===== config.mk =====
export PLATFORM = sky130hd
export DESIGN_NAME = spec_readout_flat
export DESIGN_NICKNAME = d
export VERILOG_FILES = /design/src/rtl/spec_readout_if.sv /design/src/rtl/spec_readout.sv /design/src/flat_wrapper.sv
export SDC_FILE = /design/constraint.sdc
export NUM_CORES = 1
export LEC_CHECK = 0
export CAP_MARGIN = 10
export CORE_MARGIN = 10
export CORE_UTILIZATION = 60
export DETAILED_ROUTE_END_ITERATION = 10
export MAX_ROUTING_LAYER = met4
export PLACE_DENSITY = 0.95
export SLEW_MARGIN = 5
export SYNTH_ARGS = -nofsm -noshare
export SYNTH_HDL_FRONTEND = slang
export SYNTH_SLANG_ARGS = --single-unit

===== constraint.sdc =====
create_clock -name clk -period 5.1 [get_ports clk]
set_input_delay 0.765 -clock clk [delete_from_list [all_inputs] [get_ports clk]]
set_output_delay 0.765 -clock clk [all_outputs]
set_load 0.005 [all_outputs]

===== src/rtl/spec_readout_if.sv =====
// spec_readout_if: frame control, DPRAM read port and
// output word stream of the spectrum readout block.
interface spec_readout_if #(
  parameter int DATA_W = 32
);
  logic              start;
  logic [4:0]        num_rangebins;
  logic              rd_en;
  logic [13:0]       rdaddr_out;
  logic [DATA_W-1:0] dpram_dout;
  logic [DATA_W-1:0] dout;
  logic [3:0]        dout_slot;
  logic [9:0]        dout_bin;
  logic              dout_last;
  logic              dout_valid;
  logic              dout_ready;
  logic              busy;
  logic              done;

  modport slave (
    input  start, num_rangebins, dpram_dout, dout_ready,
    output rd_en, rdaddr_out, dout, dout_slot, dout_bin,
    output dout_last, dout_valid, busy, done
  );

  modport master (
    output start, num_rangebins, dpram_dout, dout_ready,
    input  rd_en, rdaddr_out, dout, dout_slot, dout_bin,
    input  dout_last, dout_valid, busy, done
  );
endinterface


===== src/rtl/spec_readout.sv =====
// spec_readout: walks slots x 1024 bins of the accumulation DPRAM
// and streams the words out through a credit-limited buffer.
module spec_readout #(
  parameter int DATA_W    = 32,
  parameter int RD_LAT    = 2,
  parameter int BUF_DEPTH = 4
) (
  input logic           clk,
  input logic           rst_n,
  spec_readout_if.slave bus
);
  typedef enum logic [1:0] {IDLE, READ, DRAIN, FIN} state_t;

  localparam int PW = (BUF_DEPTH > 1) ? $clog2(BUF_DEPTH) : 1;
  localparam int CW = $clog2(BUF_DEPTH + 1);

  state_t            state_q, state_d;
  logic [4:0]        n_q, n_d;
  logic [3:0]        slot_q, slot_d;
  logic [9:0]        bin_q, bin_d;
  logic              rd_en_q, rd_en_d;
  logic [13:0]       addr_q, addr_d;
  logic              last_q, last_d;
  logic [PW-1:0]     wp_q, wp_d;
  logic [PW-1:0]     rp_q, rp_d;
  logic [CW-1:0]     cnt_q, cnt_d;

  logic [RD_LAT-1:0] pv_q;
  logic [RD_LAT-1:0] pl_q;
  logic [3:0]        ps_q [RD_LAT];
  logic [9:0]        pb_q [RD_LAT];

  logic [DATA_W-1:0]    md_q [BUF_DEPTH];
  logic [3:0]           ms_q [BUF_DEPTH];
  logic [9:0]           mb_q [BUF_DEPTH];
  logic [BUF_DEPTH-1:0] ml_q;

  logic       push, pop, issue, is_last;
  logic [4:0] n_start, n_cur;
  logic [7:0] infl, credit;

  always_comb begin
    n_start = (bus.num_rangebins > 5'd16) ? 5'd16
                                          : bus.num_rangebins;
    n_cur   = (state_q == IDLE) ? n_start : n_q;
    push    = pv_q[RD_LAT-1];
    pop     = (cnt_q != '0) && bus.dout_ready;
    cnt_d   = cnt_q + CW'(push) - CW'(pop);
    wp_d    = wp_q;
    rp_d    = rp_q;
    if (push)
      wp_d = (wp_q == PW'(BUF_DEPTH-1)) ? '0 : wp_q + PW'(1);
    if (pop)
      rp_d = (rp_q == PW'(BUF_DEPTH-1)) ? '0 : rp_q + PW'(1);
    // Credit counts state after this cycle's push/pop so a full
    // pipeline keeps one word per cycle flowing.
    infl = 8'(rd_en_q);
    for (int i = 0; i < RD_LAT-1; i++)
      infl = infl + 8'(pv_q[i]);
    credit  = infl + 8'(cnt_d);
    is_last = ({1'b0, slot_q} == n_cur - 5'd1) &&
              (bin_q == 10'd1023);
  end

  always_comb begin
    state_d = state_q;
    n_d     = n_q;
    slot_d  = slot_q;
    bin_d   = bin_q;
    issue   = 1'b0;
    unique case (state_q)
      IDLE: begin
        if (bus.start) begin
          n_d     = n_start;
          issue   = (n_start != 5'd0);
          state_d = (n_start == 5'd0) ? FIN : READ;
        end
      end
      READ: begin
        issue = (credit < 8'(BUF_DEPTH));
        if (issue && is_last)
          state_d = DRAIN;
      end
      DRAIN: begin
        if (pop && ml_q[rp_q])
          state_d = FIN;
      end
      FIN: begin
        state_d = IDLE;
        slot_d  = '0;
        bin_d   = '0;
      end
      default: state_d = IDLE;
    endcase
    rd_en_d = issue;
    last_d  = issue && is_last;
    addr_d  = issue ? {slot_q, bin_q} : addr_q;
    if (issue) begin
      bin_d = bin_q + 10'd1;
      if (bin_q == 10'd1023)
        slot_d = slot_q + 4'd1;
    end
  end

  always_ff @(posedge clk or negedge rst_n) begin
    if (!rst_n) begin
      state_q <= IDLE;
      n_q     <= '0;
      slot_q  <= '0;
      bin_q   <= '0;
      rd_en_q <= 1'b0;
      addr_q  <= '0;
      last_q  <= 1'b0;
      wp_q    <= '0;
      rp_q    <= '0;
      cnt_q   <= '0;
      pv_q    <= '0;
      pl_q    <= '0;
      ml_q    <= '0;
      for (int i = 0; i < RD_LAT; i++) begin
        ps_q[i] <= '0;
        pb_q[i] <= '0;
      end
      for (int i = 0; i < BUF_DEPTH; i++) begin
        md_q[i] <= '0;
        ms_q[i] <= '0;
        mb_q[i] <= '0;
      end
    end else begin
      state_q <= state_d;
      n_q     <= n_d;
      slot_q  <= slot_d;
      bin_q   <= bin_d;
      rd_en_q <= rd_en_d;
      addr_q  <= addr_d;
      last_q  <= last_d;
      wp_q    <= wp_d;
      rp_q    <= rp_d;
      cnt_q   <= cnt_d;
      pv_q[0] <= rd_en_q;
      pl_q[0] <= last_q;
      ps_q[0] <= addr_q[13:10];
      pb_q[0] <= addr_q[9:0];
      for (int i = 1; i < RD_LAT; i++) begin
        pv_q[i] <= pv_q[i-1];
        pl_q[i] <= pl_q[i-1];
        ps_q[i] <= ps_q[i-1];
        pb_q[i] <= pb_q[i-1];
      end
      if (push) begin
        md_q[wp_q] <= bus.dpram_dout;
        ms_q[wp_q] <= ps_q[RD_LAT-1];
        mb_q[wp_q] <= pb_q[RD_LAT-1];
        ml_q[wp_q] <= pl_q[RD_LAT-1];
      end
    end
  end

  assign bus.rd_en      = rd_en_q;
  assign bus.rdaddr_out = addr_q;
  assign bus.dout       = md_q[rp_q];
  assign bus.dout_slot  = ms_q[rp_q];
  assign bus.dout_bin   = mb_q[rp_q];
  assign bus.dout_last  = ml_q[rp_q] && (cnt_q != '0);
  assign bus.dout_valid = (cnt_q != '0);
  assign bus.busy       = (state_q != IDLE);
  assign bus.done       = (state_q == FIN);
endmodule


===== src/flat_wrapper.sv =====
// flat-port wrapper written by rule: the top's interface ports become plain ports
module spec_readout_flat 
#(
  parameter int DATA_W    = 32,
  parameter int RD_LAT    = 2,
  parameter int BUF_DEPTH = 4
)
  (clk, rst_n, bus_start, bus_num_rangebins, bus_dpram_dout, bus_dout_ready, bus_rd_en, bus_rdaddr_out, bus_dout, bus_dout_slot, bus_dout_bin, bus_dout_last, bus_dout_valid, bus_busy, bus_done);
  spec_readout_if #(.DATA_W(DATA_W)) bus_i ();
  input logic clk;
  input logic rst_n;
  input wire logic [$bits(bus_i.start)-1:0] bus_start;
  input wire logic [$bits(bus_i.num_rangebins)-1:0] bus_num_rangebins;
  input wire logic [$bits(bus_i.dpram_dout)-1:0] bus_dpram_dout;
  input wire logic [$bits(bus_i.dout_ready)-1:0] bus_dout_ready;
  output wire logic [$bits(bus_i.rd_en)-1:0] bus_rd_en;
  output wire logic [$bits(bus_i.rdaddr_out)-1:0] bus_rdaddr_out;
  output wire logic [$bits(bus_i.dout)-1:0] bus_dout;
  output wire logic [$bits(bus_i.dout_slot)-1:0] bus_dout_slot;
  output wire logic [$bits(bus_i.dout_bin)-1:0] bus_dout_bin;
  output wire logic [$bits(bus_i.dout_last)-1:0] bus_dout_last;
  output wire logic [$bits(bus_i.dout_valid)-1:0] bus_dout_valid;
  output wire logic [$bits(bus_i.busy)-1:0] bus_busy;
  output wire logic [$bits(bus_i.done)-1:0] bus_done;
  assign bus_i.start = bus_start;
  assign bus_i.num_rangebins = bus_num_rangebins;
  assign bus_i.dpram_dout = bus_dpram_dout;
  assign bus_i.dout_ready = bus_dout_ready;
  assign bus_rd_en = bus_i.rd_en;
  assign bus_rdaddr_out = bus_i.rdaddr_out;
  assign bus_dout = bus_i.dout;
  assign bus_dout_slot = bus_i.dout_slot;
  assign bus_dout_bin = bus_i.dout_bin;
  assign bus_dout_last = bus_i.dout_last;
  assign bus_dout_valid = bus_i.dout_valid;
  assign bus_busy = bus_i.busy;
  assign bus_done = bus_i.done;
  spec_readout #(.DATA_W(DATA_W), .RD_LAT(RD_LAT), .BUF_DEPTH(BUF_DEPTH)) u_core (.clk(clk), .rst_n(rst_n), .bus(bus_i));
endmodule

==> flow_summary.toml <==
[run_status]
outcome = "finished clean"

[yosys]
ys_seq_area_frac = 0.584
synth_area_leaders = "dfrtp_1 (58%), mux2_2 (19%), mux4_2 (9.4%)"
synthFlopType = "dfrtp_1"
synth-edff-count = 0
synth_top_area_share = 0.584
synth_warnings = 0
yosysUniqueCellTypes = 54
syn_nets = 808
synth.largest_area_cell = "dfrtp_1"
netlist_instances = 750
synth_area_per_cell_sq_um = 15.1
ys_ff_latch = 264
synthArstFlopShare = 1.00
netlist_area_sq_um = 11300

[critical_path]
timing.rr.end = "u_core.slot_q[3]"
cp-start-kind = "input pin"
r2r_slack_ns = 1.39
cp_cell_sequence = "clkdlybuf4s50_1, o31a_1, ha_1, inv_1, ha_1, inv_1, fa_1, inv_1, ha_1, a311oi_2, a32oi_1, inv_2, nand3_2, mux2i_1, a21o_2"
crit_slowest_cell = "clkdlybuf4s50_1"
critPathArrivalTime_ns = 4.24
worstSetupPathType = "in -> reg"
critPathMaxStageDelay_ns = 0.49
end_kind = "flop"
r2r-start = "u_core.cnt_q[1]"
cp.required_ns = 5.50
cp_max_fo = 28
rr_worst_depth = 14

[clock_network]
cts_buffers = 27
h-tree-depth = 1
holdBufCountCts = 0
ctsResizeCount = 0
cts_tree = "yes"
cts_buffer_depth = 3
cts_num_sinks = 264
worst_skew_pair.late_latency_ns = 0.51
cts_root_buf = "clkbuf_16"
clk_pin_slew_ns = 0.06
post-cts-setup-buffers = 0

[power_and_ir_drop]
switching_power_uw = 2460
switching_share = 0.297
seqPwrFrac = 0.405
power_density_nw_per_um2 = 616
total_leakage_power_uw = 0.00608
power.total_uw = 8290
p_int_uw = 5830
clkPwrFrac = 0.234
vdd_drop_max_v = 0.000315
comb_power_share = 0.360

[floorplanning]
core_area_sq_um = 18600
fp.dieH_um = 157
num_rows = 50
die_area_sq_um = 24700
die_w_um = 157
initial_core_util = 0.607
io_pins = 106

[detailed_routing]
drcViolationCount = 0
drt_pass1_iterations = 4
drtIter0Drc = 358
wl_per_cell_um = 20.9
ant_nets = 0
vias = 6595
drt-vias-per-instance = 5.97
wl_um = 23100

[run]
drv_cap = 0

[timing]
fin_tns_setup_ns = 0
fin_skew_ns = 0.00799
relSlewSlack = 0.375
setup_viol = 0
fin_crit_sh = 0.754
hold_violations = 0
rsz0062_at_grt = "no"
tightestPinTransition_ns = 0.937
fmax_mhz = 260
finalMaxSlewViolations = 0
fin_ws_ns = 1.26
layout_min_cycle_time_ns = 3.84

[finish]
fin_util = 0.722
drive_gt1_frac = 0.355
antenna_cells = 0
final_nets = 910
fillers = 1196
stdcell_area_sq_um = 13500
area_delta_synth_final_pct = 19.0

[global_routing]
antenna_found_initial = 0
grt-ovfl-total = 0
grt_pass1_vias = 7212
grt_usage = 0.195
grt_pass1_wl_um = 38100
grt_max_degree = 116

[placement]
io_buffers = 105
pre_cts_slack_ns = 0.750
place_area_sq_um = 12600
routabilityCongestion = 0.848
dpl.hpwl_um = 14400

[worst_hold_path]
hold_path_class = "in -> async"
## final cells by class
| type | count | area (sq um) | share of cell area |
|---|---|---|---|
| Clock buffer | 40 | 795 | 0.0590 |
| Clock inverter | 8 | 92.6 | 0.00688 |
| Inverter | 13 | 48.8 | 0.00362 |
| Multi-Input combinational cell | 432 | 4490 | 0.333 |
| Sequential cell | 264 | 6610 | 0.491 |
| Tap cell | 234 | 293 | 0.0217 |
| Timing Repair Buffer | 114 | 1140 | 0.0844 |
## worst max-delay path by stage
stage	from	to	slack [ns]	cells past startpoint
floorplan	bus_dout_ready	u_core.bin_q[6]	1.79	14
global placement	bus_dout_ready	u_core.slot_q[3]	0.87	15
detailed placement	bus_dout_ready	u_core.slot_q[3]	0.75	15
CTS	bus_dout_ready	u_core.slot_q[3]	1.27	15
global route	bus_dout_ready	u_core.slot_q[3]	1.01	15
finish	bus_dout_ready	u_core.slot_q[3]	1.26	15
## cells by family (layout without fill, tap and decap cells)
kind of cell / after synthesis / after routing / share of synthesized area
buffers and inverters: 54 / 175 / 0.0205
XOR/XNOR: 5 / 5 / 0.00520
multiplexers: 249 / 249 / 0.294
AND/OR/NAND/NOR: 120 / 120 / 0.0509
AO/OA/AOI/OAI: 41 / 41 / 0.0263
adder cells (fa/ha/maj): 17 / 17 / 0.0195
flip-flops: 264 / 264 / 0.584
## state kept, by name (all words and copies together) (netlist names)
name	flops
u_core.bin_q	10
u_core.bus.rd_en	1
u_core.bus.rdaddr_out	14
u_core.cnt_q	3
u_core.last_q	1
u_core.mb_q	40
u_core.md_q	128
u_core.ml_q	4
u_core.ms_q	16
u_core.n_q	5
u_core.pb_q	20
u_core.pl_q	2
u_core.ps_q	8
u_core.pv_q	2
u_core.rp_q	2
u_core.slot_q	4
u_core.state_q	2
u_core.wp_q	2
## Yosys cell counts (8+ instances only)
master      n
clkbuf_1   28
dfrtp_1   264
ha_1       16
inv_1      12
mux2_2    194
mux2i_1     8
mux4_2     47
nand2_1    60
nand3_1     9
nor2_1     15
o21ai_0    11
## stage by stage
stage,hold slack [ns],std cells
2_1_floorplan,0.331,750
3_3_place_gp,0.331,1057
3_5_place_dp,0.335,1057
4_1_cts,0.326,1105
5_1_grt,0.318,1105
6_report,0.269,1105
## worst max-delay path: cells and delay by family
family          cells  cell delay (ns)
compound gates      4             0.82
fa+ha+maj           4             1.15
mux                 1             0.18
simple gates        1             0.28
buf+inv             5             1.04
## cell usage in the layout, fill, tap and decap left out, types with 2 or more instances in the layout
| cell | n |
|---|---|
| nand2_2 | 4 |
| nand3_1 | 9 |
| bufinv_16 | 2 |
| clkdlybuf4s50_1 | 104 |
| nand2_1 | 56 |
| mux2i_1 | 8 |
| and3_1 | 6 |
| xor2_1 | 4 |
| or3_1 | 3 |
| clkbuf_1 | 6 |
| buf_4 | 8 |
| nor2b_1 | 2 |
| dfrtp_1 | 262 |
| a21o_1 | 3 |
| nand3b_1 | 4 |
| nor2_1 | 15 |
| nor3b_1 | 4 |
| clkinv_2 | 5 |
| nor3_1 | 5 |
| inv_1 | 12 |
| a21oi_1 | 4 |
| clkbuf_8 | 7 |
| o21ai_0 | 11 |
| ha_1 | 16 |
| a32oi_1 | 2 |
| clkbuf_16 | 27 |
| and2_1 | 2 |
| or2b_1 | 2 |
| mux2_2 | 194 |
| mux4_2 | 47 |
| a31oi_1 | 6 |
| o211ai_1 | 2 |
## power by group through the flow
stage	clock network [uW]	registers, uW	logic (uW)
detailed placement	0	3390	3010
global placement	0	3330	2900
finish	1940	3360	2990
global route	2070	3460	3230
CTS	1980	3370	3040
floorplan	0	3080	2090
## routing by layer
metal	global-route usage	wire length, um	vias to the layer above
met5	-	0	-
met4	0.0521	446	0
met3	0.0246	976	43
met2	0.320	11700	160
met1	0.254	9950	3465
li1	-	-	2927
(Power assumes the default switching activity.)
==> patch 1, RTL diff (same flow settings) <==
`RD_LAT` is set to 2 in 2 places; all go to 4.
--- a/src/rtl/spec_readout.sv
+++ b/src/rtl/spec_readout.sv
@@ -3,5 +3,5 @@
 module spec_readout #(
   parameter int DATA_W    = 32,
-  parameter int RD_LAT    = 2,
+  parameter int RD_LAT    = 4,
   parameter int BUF_DEPTH = 4
 ) (
--- a/src/flat_wrapper.sv
+++ b/src/flat_wrapper.sv
@@ -3,5 +3,5 @@
 #(
   parameter int DATA_W    = 32,
-  parameter int RD_LAT    = 2,
+  parameter int RD_LAT    = 4,
   parameter int BUF_DEPTH = 4
 )
Check against the original RTL: not equivalent (a bounded check fails within 10 cycles, from zero or initial values and one cycle with rst_n low).
==> patch 1 against the unedited design <==
Sequential cell count increased by 32. Combinational power decreased by 2%. Largest cell class unchanged. Count of clock-buffer cells in the layout unchanged. Final area increased by 8.0%. Setup slack got worse by 460 ps. Area after synthesis increased by 7.4%. Worst hold slack improved by 11 ps. Total power increased by 5.7%. Global-route usage decreased by 1.0 points. Sequential power increased by 6%. Wire length increased by 2.7%. First-iteration DRC count increased by 26%.
==> patch 1: results (changes against the unedited design) <==
| Metric | Value |
|---|---|
| Synth Area in Compound Gates | 2.872% (+0.24 points) |
| P_leak | 6.592 nW (+8.5%) |
| Tot GR Track Use | 18.51% (-1.0 points) |
| DP HPWL | 14.67 mm (+1.8%) |
| Met1 Use GR | 23.55% (-1.9 points) |
| FF-to-FF End | u_core.bin_q[5]$_DFFE_PN0P_ |
| DR vias/cell | 5.809 (-2.7%) |
| Top cells by area, synth | dfrtp_1 61%, mux2_2 18%, mux4_2 8.7% |
| Adder-cell share of the synthesized area | 2.285% (+0.34 points) |
| Clock Power | 2.29 mW (+18%) |
| DP Area | 13,500 um^2 (+7.4%) |
| Dpl cells | 1,140 (+7.9%) |
| R2r setup slk | 890 ps (-500 ps) |
| Layout cells sized above 1 | 33.62% (-1.9 points) |
| Post-place setup slack | 319.1 ps (-430.8 ps) |
| Least-Margin Pin Slew | 1111 ps (+173.3 ps) |
| Post-Route WL | 23.70 mm (+2.7%) |
| Seq. pwr | 3.55 mW (+6%) |
| First-pass GRT wire length | 38.82 mm (+1.9%) |
| DRT Pass-1 Iters | 6 (+2) |
| Gpl congestion | 0.8957 (+5.6%) |
| Largest registers | u_core.md_q (128), u_core.mb_q (40), u_core.pb_q (40) |
| Via total after detailed routing | 6,924 (+5.0%) |
| Status | completed |
| Final setup skew | 20.22 ps (+12.23 ps) |
| Clk_lat worst skew | 530 ps (+20 ps) |
| Highest net fanout along the worst path | 15 (-46%) |
[patch 1: cell count changes in the layout (fill, tap and decap cells not counted), moves of 3 or more]
cell,change
buf_4,+3
mux2i_1,-4
ha_1,+3
nand3_1,-3
nand3b_1,-3
xnor2_1,+7
o21ai_0,+5
bufinv_16,+4
a31oi_1,-4
dfrtp_1,+32
nand2_1,+5
nor2_1,-3
[patch 1: kinds of logic after synthesis]
| logic type | count (synthesis) |
|---|---|
| adder cells (fa/ha/maj) | 21 |
| flip-flops | 296 |
| multiplexers | 243 |
| buffers and inverters | 55 |
| AO/OA/AOI/OAI | 51 |
| XOR/XNOR | 10 |
| AND/OR/NAND/NOR | 118 |
[patch 1: final cells by class]
type                       instances  area share, %
clock buffer                      40          5.618
timing repair buffer             117          7.967
tap                              270          2.323
sequential                       296          50.97
multi-input combinational        443          31.24
inverter                          14         0.3614
clock inverter                    12          1.523
[patch 1: worst max-delay path: cells and delay by family]
kind                     cells  cell delay, ps
AO/OA/AOI/OAI                4             710
buffers and inverters        3             730
AND/OR/NAND/NOR              3            1080
adder cells (fa/ha/maj)      5            1480
[patch 1: worst min path at each step]
stage | end | slack [ps] | cells past startpoint
6_report | u_core.md_q[98]$_DFFE_PN0P_ | 280 | 1
5_1_grt | u_core.ps_q[3]$_DFF_PN0_ | 340 | 0
4_1_cts | u_core.ps_q[3]$_DFF_PN0_ | 330 | 0
3_5_place_dp | u_core.pb_q[0]$_DFF_PN0_ | 330 | 0
3_3_place_gp | u_core.pb_q[15]$_DFF_PN0_ | 330 | 0
2_1_floorplan | u_core.pb_q[0]$_DFF_PN0_ | 330 | 0
[patch 1: metal layers]
metal  vias up  routed length, um
li1       3097                  -
met1      3638               9978
met2       161              12260
met3        28               1187
met4         0                269
met5         -                  0
==> patch 2, RTL diff (same flow settings) <==
Made on the original files. `n_q` and `addr_q` no longer have a reset.
--- a/src/rtl/spec_readout.sv
+++ b/src/rtl/spec_readout.sv
@@ -106,9 +106,7 @@
     if (!rst_n) begin
       state_q <= IDLE;
-      n_q     <= '0;
       slot_q  <= '0;
       bin_q   <= '0;
       rd_en_q <= 1'b0;
-      addr_q  <= '0;
       last_q  <= 1'b0;
       wp_q    <= '0;
@@ -129,9 +127,7 @@
     end else begin
       state_q <= state_d;
-      n_q     <= n_d;
       slot_q  <= slot_d;
       bin_q   <= bin_d;
       rd_en_q <= rd_en_d;
-      addr_q  <= addr_d;
       last_q  <= last_d;
       wp_q    <= wp_d;
@@ -157,4 +153,9 @@
   end
 
+  always_ff @(posedge clk) begin
+    n_q    <= n_d;
+    addr_q <= addr_d;
+  end
+
   assign bus.rd_en      = rd_en_q;
   assign bus.rdaddr_out = addr_q;
Formal check against the unedited RTL: differs if rst_n is asserted again (counterexample within 4 cycles, from zero or initial values and one cycle with rst_n low); with rst_n held inactive, the same outputs for 4 cycles.
==> patch 2 against the unedited design <==
Clock skew is 8.8 ps higher. Via count decreased by 6.2%. Register-to-register slack got worse by 440 ps. Area after synthesis is 2.4% lower. Final area is 1.9% lower. Total power rose by 13%. Wire length rose by 0.63%. Sequential cell count did not move. Setup slack worse by 310 ps. Critical path type is now reg -> reg.
==> patch 2: results (changes against the unedited design) <==
| Metric | Value |
|---|---|
| Status | completed |
| Post-synth cell types | 51 (-5.6%) |
| Largest registers | u_core.md_q (128), u_core.mb_q (40), u_core.pb_q (20) |
| Post-place setup slack | 693.4 ps (-56.42 ps) |
| Initial antenna violation count | 0 (unchanged) |
| Final setup skew | 16.79 ps (+8.799 ps) |
| Highest net fanout along the worst path | 22 (-21%) |
| Peak supply drop | 0.4847 mV (+54%) |
| P_leak | 5.592 nW (-8.0%) |
| CTS H-tree lvls | 1 (unchanged) |
| Clk_lat worst skew | 520 ps |
| Synth Net Count | 737 (-8.8%) |
| Post-CTS resize count | 0 (unchanged) |
| Synth async-reset ratio | 92.80% (-7.2 points) |
| Syn Area/Cell | 16.27 um^2 (+7.9%) |
| ANT cells | 0 (unchanged) |
| Yosys warnings | 0 (unchanged) |
| Slew Limit Headroom | 31.11% (-6.4 points) |
| Nets | 843 (-7.4%) |
| DP HPWL | 14.63 mm (+1.5%) |
| Register area share after synthesis | 60.66% (+2.3 points) |
| Top cells by area, synth | dfrtp_1 55%, mux2_2 19%, mux4_2 9.6% |
| Sum Neg Setup Slack | 0 ps (unchanged) |
| Drt initial violations | 365 (+2.0%) |
| Dpl cells | 985 (-6.8%) |
| Vias in the first global route | 7,117 (-1.3%) |
| Tot GR Track Use | 19.77% (+0.25 points) |
| First-pass GRT wire length | 37.71 mm (-0.98%) |
| DP Area | 12,320 um^2 (-2.1%) |
| DRT Pass-1 Iters | 4 (unchanged) |
| Arrival @ worst endpoint | 4560 ps (+320 ps) |
| CTS Buffer Depth | 3 (unchanged) |
| Num CTS Buffers | 27 (unchanged) |
| Port Buffers | 105 (unchanged) |
| Post-CTS Setup Inserts | 0 (unchanged) |
| Clk slew on worst S/H paths | 60 ps (about the same) |
| Gpl congestion | 0.8832 (+4.2%) |
| Non-Filler Instances | 1,032 (-6.6%) |
| EDFF count, synth | 19 (+19) |
| Commonest cells post-synth | 245 x dfrtp_1, 189 x mux2_2, 47 x mux4_2, 25 x clkbuf_1, 19 x edfxtp_1 |
| Pin count of the biggest net entering global routing | 132 (+14%) |
| DR vias/cell | 5.993 (+0.42%) |
| Wirelength per Cell | 22.50 um (+7.7%) |
| Root buf cell | clkbuf_16 |
| HP Class | in -> async |
| Layout cells sized above 1 | 36.99% (+1.5 points) |
[patch 2: critical path: stages, from the launching register on]
cell and delay [ps]:
dfrtp_1 420, or3_1 430, nand2_1 180, inv_1 80, ha_1 290, inv_1 60, ha_1 130, inv_1 50
fa_1 480, inv_1 50, ha_1 290, a31oi_1 200, nand3_1 150, and2_1 210, inv_2 350, nand3_1 310
nor2b_1 180, o21ai_0 100, o31ai_1 90
[patch 2: layout make-up]
class	count	area, um^2
Sequential cell	264	6706
Fill cell	1068	4815
Multi-Input combinational cell	364	4145
Timing Repair Buffer	111	1114
Clock buffer	40	805.8
Tap cell	229	286.5
Clock inverter	7	88.84
Inverter	17	63.81
[patch 2: worst paths after layout]
kind / startpoint / endpoint / slack [ps] / cells after the start
setup / recovery: u_core.cnt_q[1]$_DFF_PN0_ / u_core.slot_q[3]$_DFF_PN0_ / 950 / 18
hold / removal: rst_n / u_core.md_q[122]$_DFFE_PN0P_ / 330 / 1
setup reg to reg: u_core.cnt_q[1]$_DFF_PN0_ / u_core.slot_q[3]$_DFF_PN0_ / 950 / 18
hold reg to reg: u_core.pb_q[11]$_DFF_PN0_ / u_core.pb_q[1]$_DFF_PN0_ / 340 / 0
max in group asynchronous: rst_n / u_core.mb_q[28]$_DFFE_PN0P_ / 3650 / 2
min in group clk: u_core.pb_q[11]$_DFF_PN0_ / u_core.pb_q[1]$_DFF_PN0_ / 340 / 0
[patch 2: layer usage]
metal / part of all wire [%] / vias to the layer above / track usage (%)
met1: 41 / 3279 / 24.13
met2: 53 / 172 / 34.08
met5: 0 / - / -
met3: 5.2 / 23 / 3.309
li1: - / 2711 / -
met4: 1.1 / 0 / 4.189
[patch 2: cells by family after synthesis]
family / Yosys count / synth area share (%)
AOI/OAI and AO/OA: 28 / 1.642
and+or+nand+nor: 67 / 3.386
muxes: 243 / 29.57
DFF: 264 / 60.66
xor gates and xnor gates: 9 / 0.8382
buffers and inverters: 51 / 1.903
adders and majority gates: 17 / 1.993
[patch 2: where the power goes]
part / internal [mW] / leakage [nW] / total [mW] / switching (mW)
clock network: 1.19 / 0.444 / 1.96 / 0.774
registers: 3.17 / 3.13 / 3.92 / 0.745
logic: 2.21 / 2.02 / 3.50 / 1.29
